## src/rtl/riscv_wb_pkg.sv

```systemverilog
// rtl/riscv_wb_pkg.sv - shared writeback types: source encoding, result entry, widths
package riscv_wb_pkg;

    localparam int REG_ADDR_W = 5;
    localparam int XLEN       = 32;

    typedef enum logic {
        WB_SRC_LOAD = 1'b0,
        WB_SRC_MULT = 1'b1
    } wb_src_e;

    typedef struct packed {
        logic [REG_ADDR_W-1:0] rd;
        logic [XLEN-1:0]       data;
    } wb_entry_t;

endpackage

```

## src/rtl/wb_fifo.sv

```systemverilog
// rtl/wb_fifo.sv - per-source result buffer; extra pointer bit separates full from empty
module wb_fifo
    import riscv_wb_pkg::*;
#(
    parameter int FIFO_DEPTH = 2
) (
    input  logic      clk,
    input  logic      rstn,
    input  logic      push,
    input  wb_entry_t push_entry,
    input  logic      pop,
    output wb_entry_t head,
    output logic      empty,
    output logic      full
);

    localparam int PTR_W = $clog2(FIFO_DEPTH);
    localparam logic [PTR_W:0] PTR_ONE = 1;

    wb_entry_t        mem [FIFO_DEPTH];
    logic [PTR_W:0]   wr_ptr;
    logic [PTR_W:0]   rd_ptr;

    assign empty = (wr_ptr == rd_ptr);
    assign full  = (wr_ptr[PTR_W] != rd_ptr[PTR_W]) &&
                   (wr_ptr[PTR_W-1:0] == rd_ptr[PTR_W-1:0]);
    assign head  = mem[rd_ptr[PTR_W-1:0]];

    always_ff @(posedge clk or negedge rstn) begin
        if (!rstn) begin
            wr_ptr <= '0;
            rd_ptr <= '0;
        end else begin
            if (push && !full)
                wr_ptr <= wr_ptr + PTR_ONE;
            if (pop && !empty)
                rd_ptr <= rd_ptr + PTR_ONE;
        end
    end

    // Storage needs no reset: the pointers alone define what is valid.
    always_ff @(posedge clk) begin
        if (push && !full)
            mem[wr_ptr[PTR_W-1:0]] <= push_entry;
    end

endmodule

```

## src/rtl/long_wb_arbiter.sv

```systemverilog
// rtl/long_wb_arbiter.sv - merges multiplier/load results onto the spare regfile write port (LONG_WB_ROUND_ROBIN_EN selects round-robin)
module long_wb_arbiter
    import riscv_wb_pkg::*;
#(
    parameter int FIFO_DEPTH = 2
) (
    input  logic                  clk,
    input  logic                  rstn,
    input  logic                  mult_vld,
    output logic                  mult_rdy,
    input  logic [REG_ADDR_W-1:0] mult_rd,
    input  logic [XLEN-1:0]       mult_data,
    input  logic                  load_vld,
    output logic                  load_rdy,
    input  logic [REG_ADDR_W-1:0] load_rd,
    input  logic [XLEN-1:0]       load_data,
    input  logic                  alu_wb,
    output logic                  rf_we,
    output logic [REG_ADDR_W-1:0] rf_waddr,
    output logic [XLEN-1:0]       rf_wdata,
    output logic                  MULT_reg_wr,
    output logic [REG_ADDR_W-1:0] MULT_reg_rd,
    output logic                  LOAD_reg_wr,
    output logic [REG_ADDR_W-1:0] LOAD_reg_rd
);

    wb_entry_t mult_in, load_in, mult_head, load_head, pop_entry;
    logic      mult_empty, mult_full, load_empty, load_full;
    logic      pop, mult_pop, load_pop;
    wb_src_e   grant_src;

    assign mult_in  = {mult_rd, mult_data};
    assign load_in  = {load_rd, load_data};
    assign mult_rdy = ~mult_full;
    assign load_rdy = ~load_full;

    wb_fifo #(.FIFO_DEPTH(FIFO_DEPTH)) u_mult_fifo (
        .clk        (clk),
        .rstn       (rstn),
        .push       (mult_vld & mult_rdy),
        .push_entry (mult_in),
        .pop        (mult_pop),
        .head       (mult_head),
        .empty      (mult_empty),
        .full       (mult_full)
    );

    wb_fifo #(.FIFO_DEPTH(FIFO_DEPTH)) u_load_fifo (
        .clk        (clk),
        .rstn       (rstn),
        .push       (load_vld & load_rdy),
        .push_entry (load_in),
        .pop        (load_pop),
        .head       (load_head),
        .empty      (load_empty),
        .full       (load_full)
    );

`ifdef LONG_WB_ROUND_ROBIN_EN
    wb_src_e last_grant;

    // Reset to MULT so the first contested grant goes to LOAD.
    always_ff @(posedge clk or negedge rstn) begin
        if (!rstn)
            last_grant <= WB_SRC_MULT;
        else if (pop)
            last_grant <= grant_src;
    end

    assign grant_src = (!load_empty && (mult_empty || last_grant == WB_SRC_MULT))
                       ? WB_SRC_LOAD : WB_SRC_MULT;
`else
    assign grant_src = !load_empty ? WB_SRC_LOAD : WB_SRC_MULT;
`endif

    assign pop       = !alu_wb && !(load_empty && mult_empty);
    assign load_pop  = pop && (grant_src == WB_SRC_LOAD);
    assign mult_pop  = pop && (grant_src == WB_SRC_MULT);
    assign pop_entry = (grant_src == WB_SRC_LOAD) ? load_head : mult_head;

    always_ff @(posedge clk or negedge rstn) begin
        if (!rstn) begin
            rf_we       <= 1'b0;
            rf_waddr    <= '0;
            rf_wdata    <= '0;
            MULT_reg_wr <= 1'b0;
            MULT_reg_rd <= '0;
            LOAD_reg_wr <= 1'b0;
            LOAD_reg_rd <= '0;
        end else begin
            // x0 is never written but its scoreboard entry must still clear.
            rf_we       <= pop && (pop_entry.rd != '0);
            MULT_reg_wr <= mult_pop;
            LOAD_reg_wr <= load_pop;
            if (pop) begin
                rf_waddr <= pop_entry.rd;
                rf_wdata <= pop_entry.data;
            end
            if (mult_pop)
                MULT_reg_rd <= pop_entry.rd;
            if (load_pop)
                LOAD_reg_rd <= pop_entry.rd;
        end
    end

endmodule

```

## config.mk

```make
export PLATFORM = sky130hd
export DESIGN_NAME = long_wb_arbiter
export DESIGN_NICKNAME = d
export VERILOG_FILES = /design/src/rtl/riscv_wb_pkg.sv /design/src/rtl/wb_fifo.sv /design/src/rtl/long_wb_arbiter.sv
export SDC_FILE = /design/constraint.sdc
export NUM_CORES = 1
export LEC_CHECK = 0
export BUFFER_PORTS_ARGS = -buffer_cell sky130_fd_sc_hd__buf_4
export CAP_MARGIN = 25
export CELL_PAD_IN_SITES_DETAIL_PLACEMENT = 0
export CELL_PAD_IN_SITES_GLOBAL_PLACEMENT = 1
export CORE_ASPECT_RATIO = 0.6
export CORE_UTILIZATION = 47
export DETAILED_ROUTE_END_ITERATION = 10
export GPL_TIMING_DRIVEN = 1
export MAX_ROUTING_LAYER = met4
export PLACE_DENSITY_LB_ADDON = 0.1
export SYNTH_ARGS = -nofsm -noshare
export SYNTH_HDL_FRONTEND = slang
export SYNTH_HIERARCHICAL = 1
export SYNTH_SLANG_ARGS = --single-unit
```

## constraint.sdc

```tcl
create_clock -name clk -period 4.6 [get_ports clk]
set_clock_uncertainty 0.05 [all_clocks]
set_input_delay 0.23 -clock clk [delete_from_list [all_inputs] [get_ports clk]]
set_output_delay 0.23 -clock clk [all_outputs]
set_load 0.03 [all_outputs]
```

==> metrics.txt <==
# TYPE chip_impl_metric gauge
chip_impl_metric{name="final_max_slew_viol_count",unit=""} 0
chip_impl_info{name="crit_type",value="register to register"} 1
chip_impl_info{name="ys_top_cells_by_count",value="edfxtp_1, dfrtp_1, mux2_2"} 1
chip_impl_metric{name="layout.filler_cells",unit=""} 1232
chip_impl_metric{name="post_dp_cell_area",unit="mm2"} 0.00931
chip_impl_metric{name="core",unit="mm2"} 0.0166
chip_impl_metric{name="gr-usage-all-layers",unit=""} 0.208
chip_impl_metric{name="via_count_of_the_routed_design",unit=""} 4750
chip_impl_metric{name="sequential_cell_area",unit="mm2"} 0.00590
chip_impl_metric{name="hold_violations",unit=""} 0
chip_impl_metric{name="total_power",unit="mW"} 7.77
chip_impl_metric{name="clock_transition_at_path_regs",unit="ns"} 0.06
chip_impl_metric{name="post_drt_via_cell_ratio",unit=""} 5.07
chip_impl_metric{name="io_pins",unit=""} 131
chip_impl_metric{name="final_area",unit="mm2"} 0.0107
chip_impl_metric{name="port-buffer-count",unit=""} 130
chip_impl_metric{name="residual_overflow_from_global_routing",unit=""} 0
chip_impl_metric{name="antenna_left",unit=""} 0
chip_impl_metric{name="maximum_number_of_pins_on_one_net_before_global_route_repair",unit=""} 59
chip_impl_metric{name="synth.avg_cell_area",unit="um2"} 16.9
chip_impl_metric{name="die_w",unit="um"} 172
chip_impl_metric{name="cap_violations",unit=""} 0
chip_impl_metric{name="drcViolationCount",unit=""} 0
chip_impl_metric{name="cts_sinks",unit=""} 206
chip_impl_metric{name="required",unit="ns"} 4.69
chip_impl_metric{name="synth.cell_area",unit="mm2"} 0.00816
chip_impl_metric{name="start_util",unit=""} 0.492
chip_impl_metric{name="cts_post_setup_buffers_inserted",unit=""} 0
chip_impl_info{name="timing.critical_path.from_type",value="register"} 1
chip_impl_info{name="synth_flop_cell",value="edfxtp_1"} 1
chip_impl_metric{name="final.period_utilization",unit=""} 0.616
chip_impl_metric{name="multi_input_comb_area",unit="mm2"} 0.00208
chip_impl_metric{name="p_sw_frac",unit=""} 0.368
chip_impl_metric{name="cts.hold.buffers_added",unit=""} 76
chip_impl_metric{name="synth_sequential_area_ratio",unit=""} 0.722
chip_impl_metric{name="grt_first_pass_wirelength",unit="mm"} 27.3
chip_impl_metric{name="drt_wl_total",unit="mm"} 17.5
chip_impl_metric{name="dieHeight",unit="um"} 104
chip_impl_metric{name="htree_levels",unit=""} 1
chip_impl_metric{name="cp.arrival",unit="ns"} 2.93
chip_impl_metric{name="setup_viol",unit=""} 0
chip_impl_metric{name="dp.final_hpwl",unit="mm"} 10.7
chip_impl_metric{name="p_comb_frac",unit=""} 0.417
chip_impl_metric{name="tightestPinTransition",unit="ns"} 0.829
chip_impl_info{name="clock_tree.root_cell",value="clkbuf_16"} 1
chip_impl_metric{name="hold_ws",unit="ns"} 0.169
chip_impl_metric{name="setup-tns-final",unit="ns"} 0
chip_impl_metric{name="fin_crit",unit="ns"} 2.84
chip_impl_metric{name="clk_latency",unit="ns"} 0.48
chip_impl_info{name="synth_most_common_cell",value="edfxtp_1"} 1
chip_impl_metric{name="synth_async_sr_flop_share",unit=""} 0.282
chip_impl_info{name="outcome",value="finished, final reports clean"} 1
chip_impl_metric{name="max_fanout_on_critical_path",unit=""} 21
chip_impl_info{name="cts_tree",value="built"} 1
chip_impl_metric{name="timing.fmax",unit="MHz"} 353
chip_impl_metric{name="fp.dieArea",unit="mm2"} 0.0179
chip_impl_info{name="setup.worst_path.end_class",value="register"} 1
chip_impl_metric{name="cts_buf_count",unit=""} 20
chip_impl_metric{name="post_synth_inst_count",unit=""} 482
chip_impl_info{name="top_post_synthesis_cells_by_area",value="edfxtp_1, dfrtp_1, mux2_2"} 1
chip_impl_metric{name="synth.net_count",unit=""} 561
chip_impl_metric{name="first_global_vias",unit=""} 4787
chip_impl_metric{name="power-per-cell-area",unit="mW/mm2"} 728
chip_impl_info{name="worst_hold_path_type",value="primary input to register"} 1
chip_impl_metric{name="p_sw",unit="mW"} 2.86
chip_impl_metric{name="final_net_count",unit=""} 772
chip_impl_metric{name="synth-edff-count",unit=""} 148
chip_impl_metric{name="synth.lib_cells_used.distinct",unit=""} 29
chip_impl_metric{name="seq_power_share",unit=""} 0.388
chip_impl_metric{name="gp_routability_congestion",unit=""} 0.767
chip_impl_metric{name="total_leakage_power",unit="nW"} 4.03
chip_impl_metric{name="vdd_ir_drop_max",unit="uV"} 430
chip_impl_info{name="grt_setup_unrepaired",value="false"} 1
chip_impl_metric{name="post_cts_resize_count",unit=""} 0
chip_impl_metric{name="power.clock.fraction",unit=""} 0.195
chip_impl_metric{name="internal_power",unit="mW"} 4.91
chip_impl_metric{name="timing.slew.headroom",unit=""} 0.448
chip_impl_metric{name="clock_path_buffers",unit=""} 3
chip_impl_metric{name="synth_top_area_share",unit=""} 0.545
chip_impl_info{name="post_synthesis_cell_type_with_the_largest_combined_area",value="edfxtp_1"} 1
chip_impl_metric{name="drt_iter0_markers",unit=""} 361
chip_impl_metric{name="post_route_cells_drive_above_1_share",unit=""} 0.337
chip_impl_metric{name="detailedRoute.firstPassIterationCount",unit=""} 5
chip_impl_metric{name="synth-seq-cells",unit=""} 206
chip_impl_metric{name="avgRoutedWirePerCell",unit="um"} 18.7
chip_impl_metric{name="syn2layout_area_growth",unit="%"} 30.8
chip_impl_metric{name="initial_antenna_violation_count",unit=""} 2
chip_impl_metric{name="std_cell_rows",unit=""} 36
chip_impl_metric{name="ys.warnings.count",unit=""} 6
-- power groups by stage --
stage / logic [mW] / clock network, mW / registers (mW)
floorplan: 1.89 / 0 / 3.43
global placement: 3.18 / 0 / 3.02
detailed placement: 3.21 / 0 / 3.05
CTS: 3.28 / 1.56 / 3.02
global route: 3.51 / 1.63 / 3.08
finish: 3.24 / 1.51 / 3.02
-- final timing paths --
check                      slack (ns)  cells past startpoint               endpoint                  start
min in group asynchronous        0.34                      2         MULT_reg_rd[4]                   rstn
min                              0.17                      3  u_load_fifo/wr_ptr[0]               load_vld
max reg2reg                      1.76                      6  u_mult_fifo/mem[1][3]  u_mult_fifo/rd_ptr[1]
max in group asynchronous        3.58                      2  u_load_fifo/rd_ptr[0]                   rstn
max                              1.76                      6  u_mult_fifo/mem[1][3]  u_mult_fifo/rd_ptr[1]
min reg2reg                      0.46                      1         LOAD_reg_rd[4]         LOAD_reg_rd[4]
-- area by class of cell --
cell class                      count  share of cell area
Multi-Input combinational cell    248               0.194
Clock buffer                       31              0.0546
Sequential cell                   206               0.553
Timing Repair Buffer              214               0.168
Tap cell                          228              0.0267
Antenna cell                        2            0.000469
Clock inverter                      4             0.00188
Inverter                            3             0.00105
-- registers in the layout (all words and copies together) (netlist names), 2 cells and up --
signal              flops
LOAD_reg_rd             5
MULT_reg_rd             5
rf_waddr                5
rf_wdata               32
u_load_fifo/mem        74
u_load_fifo/rd_ptr      2
u_load_fifo/wr_ptr      2
u_mult_fifo/mem        74
u_mult_fifo/rd_ptr      2
u_mult_fifo/wr_ptr      2
-- per-stage QoR --
| step | worst slack, ns | std cells | utilization |
|---|---|---|---|
| 6_report | 1.76 | 936 | 0.644 |
| 5_1_grt | 1.60 | 936 | 0.644 |
| 4_1_cts | 1.77 | 934 | 0.644 |
| 3_5_place_dp | 1.82 | 823 | 0.561 |
| 3_3_place_gp | 1.95 | 823 | 0.561 |
| 2_1_floorplan | 1.07 | 482 | - |
-- critical path, cell delays in order, from the launching register on --
cell and delay (ns):
dfrtp_1 0.46, xnor2_1 0.33, nor2_1 0.12, nor2b_1 0.32, nand2_1 0.20, a21oi_4 0.56
buf_4 0.44
-- cells in the final DEF (no fill, tap or decap), drive strengths merged --
master	synthesis	layout
nor2b	2	2
or2	2	2
mux2	86	86
edfxtp	148	148
diode	0	2
o21ai	6	6
buf	24	138
or4	1	1
a31oi	3	3
clkbuf	1	31
nor4	1	1
nor3b	3	3
a21oi	46	46
nor2	46	46
dfrtp	58	58
inv	3	4
nand2	4	4
clkinv	0	3
o31ai	1	1
a21boi	2	2
xor2	4	4
xnor2	2	2
mux2i	39	39
dlygate4sd3	0	76
-- metal layers --
layer | vias up | track usage | part of all wire | wire length [um]
li1 | 2213 | - | - | -
met1 | 2363 | 0.320 | 0.50 | 8690
met2 | 152 | 0.294 | 0.43 | 7580
met3 | 22 | 0.0361 | 0.059 | 1040
met4 | 0 | 0.0329 | 0.012 | 217
met5 | - | - | 0 | 0
-- kinds of logic (layout without fill, tap and decap cells) --
group | Yosys count | after routing | synth area share
XOR/XNOR | 6 | 6 | 0.00828
other | 0 | 2 | 0
buffers and inverters | 28 | 252 | 0.0297
AND/OR/NAND/NOR | 59 | 59 | 0.0345
multiplexers | 125 | 125 | 0.167
AO/OA/AOI/OAI | 58 | 58 | 0.0385
flip-flops | 206 | 206 | 0.722
Note: power is estimated with default switching activity, not from simulation.
